`src/rtl/ip_led_sequencer_pkg.sv`:
```
// Shared definitions for the LED pattern sequencer: FSM encoding, bus width
// and default table constants.
package ip_led_sequencer_pkg;

   localparam int LS_ADDR_W    = 14;
   localparam int LS_DATA_W    = 8;
   localparam int LS_HOLD_W    = 24;
   localparam int LS_TIMEOUT_W = 8;

   localparam logic [LS_ADDR_W-1:0] LS_TABLE_BASE_DEF = 14'd31;
   localparam logic [LS_DATA_W-1:0] LS_TERMINATOR_DEF = 8'hE9;

   typedef enum logic [2:0] {
      ST_IDLE,
      ST_REQ,
      ST_WAIT_DATA,
      ST_HOLD,
      ST_ERROR
   } state_t;

   // IDLE and ERROR are the only resting states.
   function automatic logic isBusy(input state_t s);
      return (s != ST_IDLE) && (s != ST_ERROR);
   endfunction

endpackage

```
`src/rtl/ip_led_sequencer_timer.sv`:
```
// Hold down-counter: loads a cycle count, decrements each clock and flags
// the cycle in which it reaches one.
module ip_led_seq_timer
   import ip_led_sequencer_pkg::*;
#(
   parameter int WIDTH = LS_HOLD_W
) (
   input  logic             clk,
   input  logic             reset,
   input  logic             i_load,
   input  logic [WIDTH-1:0] i_value,
   output logic             o_tick
);

   logic [WIDTH-1:0] r_count;

   always_ff @(posedge clk) begin
      if (reset) begin
         r_count <= '0;
      end else if (i_load) begin
         r_count <= i_value;
      end else if (r_count != '0) begin
         r_count <= r_count - 1'b1;
      end
   end

   assign o_tick = (r_count == WIDTH'(1));

endmodule

```
`src/rtl/ip_led_sequencer.sv`:
```
// LED pattern sequencer: fetches bytes from a ROM table, shows each on led
// for HOLD_CYCLES clocks, and restarts at TABLE_BASE on the terminator byte.
// Optional read timeout is built when LED_SEQ_TIMEOUT_EN is defined.
module ip_led_sequencer
   import ip_led_sequencer_pkg::*;
#(
   parameter logic [LS_ADDR_W-1:0]    TABLE_BASE     = LS_TABLE_BASE_DEF,
   parameter logic [LS_DATA_W-1:0]    TERMINATOR     = LS_TERMINATOR_DEF,
   parameter logic [LS_HOLD_W-1:0]    HOLD_CYCLES    = 24'd65535,
   parameter logic [LS_TIMEOUT_W-1:0] TIMEOUT_CYCLES = 8'd16
) (
   input  logic                 clk,
   input  logic                 reset,
   input  logic                 enable,
   output logic                 n_cs,
   output logic                 n_rd,
   output logic [LS_ADDR_W-1:0] address,
   input  logic [LS_DATA_W-1:0] rdata,
   input  logic                 rdata_en,
   output logic [LS_DATA_W-1:0] led,
   output logic                 busy,
   output logic                 error
);

   state_t                r_state;
   state_t                w_nextState;
   logic [LS_ADDR_W-1:0]  r_ptr;
   logic [LS_DATA_W-1:0]  r_led;
   logic                  r_wrapped;
   logic                  r_stop;

   logic w_consume;
   logic w_isTerm;
   logic w_emptyTable;
   logic w_stop;
   logic w_holdDone;
   logic w_timeout;

   assign w_consume    = (r_state == ST_WAIT_DATA) && rdata_en;
   assign w_isTerm     = (rdata == TERMINATOR);
   // A terminator straight after a wrap means the table holds no patterns.
   assign w_emptyTable = w_consume && w_isTerm && r_wrapped && (r_ptr == TABLE_BASE);
   assign w_stop       = r_stop || !enable;

   ip_led_seq_timer #(
      .WIDTH(LS_HOLD_W)
   ) u_holdTimer (
      .clk    (clk),
      .reset  (reset),
      .i_load (w_consume && !w_isTerm),
      .i_value(HOLD_CYCLES),
      .o_tick (w_holdDone)
   );

`ifdef LED_SEQ_TIMEOUT_EN
   logic [LS_TIMEOUT_W-1:0] r_waitCnt;

   always_ff @(posedge clk) begin
      if (reset) begin
         r_waitCnt <= '0;
      end else if (r_state == ST_REQ) begin
         r_waitCnt <= 8'd1;
      end else if (r_state == ST_WAIT_DATA) begin
         r_waitCnt <= r_waitCnt + 8'd1;
      end else begin
         r_waitCnt <= '0;
      end
   end

   assign w_timeout = (r_state == ST_WAIT_DATA) && (r_waitCnt >= (TIMEOUT_CYCLES - 8'd1));
`else
   assign w_timeout = 1'b0;
`endif

   always_ff @(posedge clk) begin
      if (reset) begin
         r_state <= ST_IDLE;
      end else begin
         r_state <= w_nextState;
      end
   end

   always_comb begin
      w_nextState = r_state;
      case (r_state)
         ST_IDLE: begin
            if (enable) begin
               w_nextState = ST_REQ;
            end
         end
         ST_REQ: begin
            w_nextState = ST_WAIT_DATA;
         end
         ST_WAIT_DATA: begin
            if (w_consume) begin
               if (w_emptyTable) begin
                  w_nextState = ST_ERROR;
               end else if (w_stop) begin
                  w_nextState = ST_IDLE;
               end else if (w_isTerm) begin
                  w_nextState = ST_REQ;
               end else begin
                  w_nextState = ST_HOLD;
               end
            end else if (w_timeout) begin
               w_nextState = ST_ERROR;
            end
         end
         ST_HOLD: begin
            if (w_holdDone) begin
               w_nextState = enable ? ST_REQ : ST_IDLE;
            end
         end
         ST_ERROR: begin
            w_nextState = ST_ERROR;
         end
         default: begin
            w_nextState = ST_IDLE;
         end
      endcase
   end

   always_comb begin
      n_cs    = 1'b1;
      n_rd    = 1'b1;
      address = '0;
      if (r_state == ST_REQ) begin
         n_cs    = 1'b0;
         n_rd    = 1'b0;
         address = r_ptr;
      end
      busy  = isBusy(r_state);
      error = (r_state == ST_ERROR);
      led   = r_led;
   end

   // A read in flight always completes; a drop of enable is remembered so the
   // consumed byte sends the block to IDLE.
   always_ff @(posedge clk) begin
      if (reset) begin
         r_ptr     <= TABLE_BASE;
         r_led     <= '0;
         r_wrapped <= 1'b0;
         r_stop    <= 1'b0;
      end else begin
         if (((r_state == ST_REQ) || (r_state == ST_WAIT_DATA)) && !enable) begin
            r_stop <= 1'b1;
         end else if ((r_state == ST_IDLE) || (r_state == ST_HOLD)) begin
            r_stop <= 1'b0;
         end
         if (w_consume) begin
            if (w_isTerm) begin
               r_ptr     <= TABLE_BASE;
               r_wrapped <= 1'b1;
            end else begin
               r_led     <= rdata;
               r_ptr     <= r_ptr + 1'b1;
               r_wrapped <= 1'b0;
            end
         end
      end
   end

endmodule

```
`config.mk`:
```
export PLATFORM = sky130hd
export DESIGN_NAME = ip_led_sequencer
export DESIGN_NICKNAME = d
export VERILOG_FILES = /design/src/rtl/ip_led_sequencer_pkg.sv /design/src/rtl/ip_led_sequencer_timer.sv /design/src/rtl/ip_led_sequencer.sv
export SDC_FILE = /design/constraint.sdc
export NUM_CORES = 1
export LEC_CHECK = 0
export CAP_MARGIN = 20
export CORE_UTILIZATION = 44
export DETAILED_ROUTE_END_ITERATION = 12
export GPL_ROUTABILITY_DRIVEN = 0
export PLACE_DENSITY_LB_ADDON = 0.3
export SLEW_MARGIN = 10
export SYNTH_ARGS = -nofsm -noshare
export SYNTH_HDL_FRONTEND = slang
export SYNTH_HIERARCHICAL = 1
export SYNTH_SLANG_ARGS = --single-unit
```
`constraint.sdc`:
```
create_clock -name clk -period 2.8 [get_ports clk]
set_input_delay 0.28 -clock clk [delete_from_list [all_inputs] [get_ports clk]]
set_output_delay 0.28 -clock clk [all_outputs]
set_load 0.1 [all_outputs]
```
After elaboration in Yosys (flattened, before gate mapping)
Cells that the tools add are included.
Storage, ports and cells
  register bits: 51
  input port bits: 12
  output and inout bits: 26
  logic and storage cells: 57
Cells by class
  equal/unequal tests: 11
  reductions and logical operators: 20
  add/subtract/negate cells: 2
  bitwise gates (word level): 1
  muxes and demuxes: 16
Operators by type and width (number)
  2-to-1 mux 16 bit: 2
  2-to-1 mux 14 bit: 2
  equality test 24 x 1 -> 1 bit (second input constant): 1
  nonzero test 24 bit: 1
  subtractor 24 x 1 -> 24 bit (second input constant): 1
  one-hot mux 3 bit (5 select lines): 1
  adder 14 x 1 -> 14 bit (second input constant): 1
  equality test 14 x 5 -> 1 bit (second input constant): 1
  2-to-1 mux 3 bit: 4
  equality test 8 bit (second input constant): 1
  logical AND 1 bit: 7
  equality test 3 x 2 -> 1 bit (second input constant): 2
  2-to-1 mux 1 bit: 5
  2-to-1 mux 2 bit: 2
  != test 2 bit (second input constant): 2
  nonzero test 2 bit: 2
  equality test 3 x 1 -> 1 bit (second input constant): 1
  equality test 3 bit (second input constant): 1
  zero test 3 bit: 1
  logical OR 1 bit: 3
  != test 3 bit (second input constant): 1
  AND reduction 3 bit: 1
  nonzero test 3 bit: 1
  zero test 1 bit: 2
  4 further kinds: 4

Logic depth before layout (Yosys ltp)
  depth in word-level cells: 8
  gate-level depth with buffers: 8
  gate-level depth less buffers: 7

Modules after synthesis
Netlist, hierarchy kept.
By module, submodules not included
  ip_led_sequencer: times used 1, cells an instance 170, area an instance 1435.1 sq um, seq. area each 540.5 sq um
  ip_led_seq_timer: times used 1, cells an instance 169, area an instance 1387.6 sq um, seq. area each 480.5 sq um

Worst setup path before layout
No wires, ideal clock.
  path kind: reg-to-output
  start point: reg r_state[0]
  end point: out address[13]
  arrival time: 2580 ps
  slack: -60 ps
  data required time: 2520 ps
  cell stages (with the launch flop): 5
  path buffers: 1
  cell sequence: dfxtp_1 buf_6 nor3b_1 inv_1 nor2_1
Between the ends
  longest elaborated chain between the ends: 2
RTL lines
  start: declaration: RTL line ip_led_sequencer.sv:25  | state_t r_state;
  start signal: assignment: RTL line ip_led_sequencer.sv:79  | r_state <= w_nextState;
  equality test 3 x 1 -> 1 bit: RTL line ip_led_sequencer.sv:127  | if (r_state == ST_REQ) begin
  2-to-1 mux 14 bit: RTL line ip_led_sequencer.sv:127
  end: declaration: RTL line ip_led_sequencer.sv:17  | output logic [LS_ADDR_W-1:0] address,
No other way between the ends.

Final worst setup path
  start point: in rdata[4]
  end point: reg u_holdTimer.r_count[11]
Between the ends
  longest elaborated chain between the ends: 4
  elaborated cells between the ends (all ways): 5
  classes of those cells: eq/ne (1); mux (1); reduce/logical (3)
RTL lines
  start: declaration: RTL line ip_led_sequencer.sv:18  | input logic [LS_DATA_W-1:0] rdata,
  equality test 8 bit (*): RTL line ip_led_sequencer.sv:40  | assign w_isTerm = (rdata == TERMINATOR);
  zero test 1 bit (*): RTL line ip_led_sequencer.sv:50  | .i_load (w_consume && !w_isTerm),
  logical AND 1 bit (*): RTL line ip_led_sequencer.sv:50
  2-to-1 mux 16 bit / nonzero test 2 bit (equally long branches)
  end signal: assignment: RTL line ip_led_sequencer_timer.sv:21  | r_count <= i_value;
  end signal: assignment: RTL line ip_led_sequencer_timer.sv:23  | r_count <= r_count - 1'b1;
  end: declaration: RTL line ip_led_sequencer_timer.sv:15  | logic [WIDTH-1:0] r_count;
Every way passes the cells marked *; elsewhere a longest branch is shown, timed or not.
A chain may end at the register's enable or synchronous reset.

==> results.rst <==
.. list-table::
   :header-rows: 1

   * - Metric
     - Value
   * - WL/cell
     - 13.2 microns
   * - Total inserted antenna cells
     - 0
   * - Cell count of the worst hold path
     - 2
   * - Worst setup SP type
     - primary input
   * - Initial Util
     - 46.6%
   * - Timing startpoint of the critical path
     - rdata[4]
   * - Data required time at the worst endpoint
     - 3.04 ns
   * - Final clock skew
     - 0.00710 ns
   * - Height of the die
     - 82.1 microns
   * - Share of synthesized registers carrying an async set or reset
     - 0%
   * - Layout Area Growth over Synthesis
     - 25.0%
   * - Pwr Total
     - 3.18 mW
   * - Data arrival, critical path
     - 2.52 ns
   * - Portion of the post-synthesis area used by sequential elements
     - 36.2%
   * - Final sum of negative setup slack
     - 0 ns
   * - Total half-perimeter wirelength after legalization and detailed placement
     - 4530 microns
   * - TritonCTS clock tree
     - yes
   * - Commonest register cell after synthesis
     - sky130_fd_sc_hd__dfxtp_1
   * - Clock-pin slew on the worst setup and hold paths
     - 0.09 ns
   * - All-layer global routing usage
     - 19.3%
   * - Inserted Clock Buffers
     - 5
   * - Final Hold Slack
     - 0.459 ns
   * - Reg-to-Reg Start
     - r_state[0]
   * - Depth of the CTS H-tree
     - 2
   * - Worst Path Class, Setup
     - primary input to flip-flop
   * - Final clock period utilization by the worst path
     - 81.4%
   * - Worst slew pin tran
     - 0.662 ns
   * - Top cell type's share of synthesized area
     - 36.2%
   * - Netlist area before placement
     - 2820 sq um
   * - Post-CTS Resized
     - 0
   * - Final routed DRC violation total
     - 0
   * - Clk sink count
     - 51
   * - Class of the tightest hold or removal check
     - flip-flop to flip-flop
   * - Clock tree buffer depth
     - 2
   * - Via density per instance
     - 5.41
   * - Time the final worst path needs with I/O delays and setup
     - 2.28 ns
   * - Remaining global-route overflow
     - 0
   * - Total count of hold-check failures in the final report
     - 0
   * - Worst slew margin relative to its limit
     - 55.5%
   * - Worst-case hold path end point
     - led[0]
   * - Power density of the placed cells
     - 900 nW/um^2
   * - Setup violators final
     - 0
   * - Library cell with the largest summed area after synthesis
     - sky130_fd_sc_hd__dfxtp_1
   * - Clock insertion delay at the later pin of the skew report
     - 0.31 ns
   * - Mean instance size in the synthesized netlist
     - 8.33 sq um
   * - Ratio of cells with drive above 1 in the final layout
     - 15.8%
   * - Count of flip-flops with a built-in enable after synthesis
     - 0
   * - Wire length of the first global-routing pass
     - 10,000 microns
   * - Number of nets with antenna violations after detailed routing
     - 0
   * - Worst Slack Setup Final
     - 0.520 ns
   * - Final cell count without fillers
     - 473
   * - Die area
     - 6740 sq um
   * - Clock tree root driver cell
     - sky130_fd_sc_hd__clkbuf_8
   * - Row count
     - 28
   * - Final Max Tran Viols
     - 0
   * - Seq cells post-synth
     - 51
   * - Most area-consuming cells after synthesis
     - sky130_fd_sc_hd__dfxtp_1, sky130_fd_sc_hd__xnor2_1, sky130_fd_sc_hd__nand2_1
   * - Worst setup slack after placement
     - 0.214 ns
   * - Netlist cell types
     - 61
   * - Synthesized instance count
     - 339
   * - Count of maximum capacitance violations
     - 0
   * - Maximum number of pins on one net before global-route repair
     - 24
   * - Instance count after placement with tap cells included
     - 465
   * - Total wire length
     - 6230 microns
   * - Vias post-DR
     - 2,561
   * - Worst Reg-to-Reg Cells
     - 6
   * - RSZ-0062 raised after global routing
     - false
   * - Count of hold buffers inserted by post-cts repair
     - 0
   * - Vias in the first global route
     - 2,288
   * - Setup Fix Bufs, Post-CTS
     - 0
   * - Number of detailed-routing iterations run before antenna repair
     - 4
   * - Number of nets in the layout
     - 413
   * - Crit. End Element
     - flip-flop
   * - I/O pins
     - 38
   * - Beginning of the worst hold path
     - led[0]
   * - Worst IR drop on VDD
     - 0.000569 V
   * - Static leakage
     - 1.41 nW
   * - R2r setup slk
     - 0.55 ns
   * - Total of buffers placed on input and output ports
     - 37
   * - End of the worst register-to-register path
     - u_holdTimer/r_count[11]
   * - DRC marker count from the first detailed-route iteration
     - 115
   * - YS warnings
     - 6
   * - Initial antenna violation count
     - 0
   * - Placeable Area
     - 6060 sq um
   * - Die width
     - 82.1 microns
   * - Highest clock frequency the design can meet
     - 439 MHz
   * - Result of the run
     - finished, final reports clean
   * - Largest fanout of any net on the critical path
     - 23
## layer usage
metal	part of all wire, %	global-route usage (%)
met5	0	0
met4	1.3	7.02
met3	5.2	3.30
met2	47	34.3
met1	46	23.2
## registers in the layout, indices dropped and copies added (netlist names)
signal               cells
u_holdTimer/r_count     24
r_ptr                   14
r_state                  3
r_wrapped                1
r_stop                   1
led                      8
## power by group
group / internal (mW) / switching [mW]
Sequential: 0.909 / 0.220
Combinational: 0.672 / 0.953
Clock: 0.175 / 0.248
## synthesized netlist by cell type (8+ instances only)
cell and number:
sky130_fd_sc_hd__o21ai_0 10, sky130_fd_sc_hd__or4_1 8, sky130_fd_sc_hd__nor3_1 10, sky130_fd_sc_hd__nand3_1 16, sky130_fd_sc_hd__nand2_1 38, sky130_fd_sc_hd__clkbuf_1 8, sky130_fd_sc_hd__inv_1 12, sky130_fd_sc_hd__nor4_1 11
sky130_fd_sc_hd__dfxtp_1 51, sky130_fd_sc_hd__xnor2_1 20, sky130_fd_sc_hd__nor2_1 35, sky130_fd_sc_hd__a21oi_1 18, sky130_fd_sc_hd__and2_1 11
## stage by stage
stage	instance area, sq um	util (%)
after floorplan	2910	-
after global placement	3440	56.8
after detailed placement	3440	56.8
after CTS	3530	58.2
after global routing	3530	58.2
final	3530	58.2
## final cells by class
cell class,instances,area (sq um)
fillers,555,2530
multi-input cells,282,1750
flip-flops and latches,51,1020
repair buffers,44,533
well taps,75,93.8
clock buffers,6,72.6
inverters,13,48.8
clock inverters,2,12.5
## logic make-up (layout without fill, tap and decap cells)
group                      count (synthesis)  in the layout  synth area share (%)
and+or+nand+nor                          170            170                  35.2
AOI/OAI and AO/OA                         57             57                  13.2
DFF                                       51             51                  36.2
buffers and inverters                     28             65                  4.88
xor gates and xnor gates                  23             23                  7.14
adders and majority gates                  4              4                  1.77
muxes                                      4              4                  1.42
other                                      2             24                 0.266
## worst max-delay path: stages
cell and delay (ns):
sky130_fd_sc_hd__clkdlybuf4s50_1 0.41, sky130_fd_sc_hd__nand4bb_1 0.28, sky130_fd_sc_hd__o21ai_2 0.47, sky130_fd_sc_hd__inv_1 0.12, sky130_fd_sc_hd__buf_4 0.23, sky130_fd_sc_hd__or4_1 0.54
sky130_fd_sc_hd__a31oi_1 0.17
## placed cells by master (no fill, tap or decap), types with 4 or more instances in the layout
master	synthesis	routed
sky130_fd_sc_hd__ha_1	4	4
sky130_fd_sc_hd__nand3_1	16	16
sky130_fd_sc_hd__nor4_1	11	11
sky130_fd_sc_hd__and2_1	11	11
sky130_fd_sc_hd__mux2i_1	4	4
sky130_fd_sc_hd__or3_1	5	5
sky130_fd_sc_hd__a21oi_1	18	18
sky130_fd_sc_hd__buf_4	2	19
sky130_fd_sc_hd__clkbuf_8	0	5
sky130_fd_sc_hd__nor2_1	35	35
sky130_fd_sc_hd__nand4_1	5	5
sky130_fd_sc_hd__or4_1	8	8
sky130_fd_sc_hd__nor3_1	10	10
sky130_fd_sc_hd__a31oi_1	6	6
sky130_fd_sc_hd__conb_1	2	24
sky130_fd_sc_hd__xnor2_1	20	20
sky130_fd_sc_hd__o21ai_0	10	10
sky130_fd_sc_hd__nand2_1	38	38
sky130_fd_sc_hd__dfxtp_1	51	51
sky130_fd_sc_hd__clkdlybuf4s50_1	0	11
sky130_fd_sc_hd__inv_1	12	12
sky130_fd_sc_hd__buf_12	0	14
## worst max-delay path by stage
stage | endpoint | cells past startpoint
after floorplan | address[13] | 4
after detailed placement | u_holdTimer/r_count[11] | 7
after global placement | u_holdTimer/r_count[11] | 7
final | u_holdTimer/r_count[11] | 7
after global routing | u_holdTimer/r_count[19] | 8
after CTS | u_holdTimer/r_count[11] | 7
No activity file was read; power rests on OpenSTA's default activity.
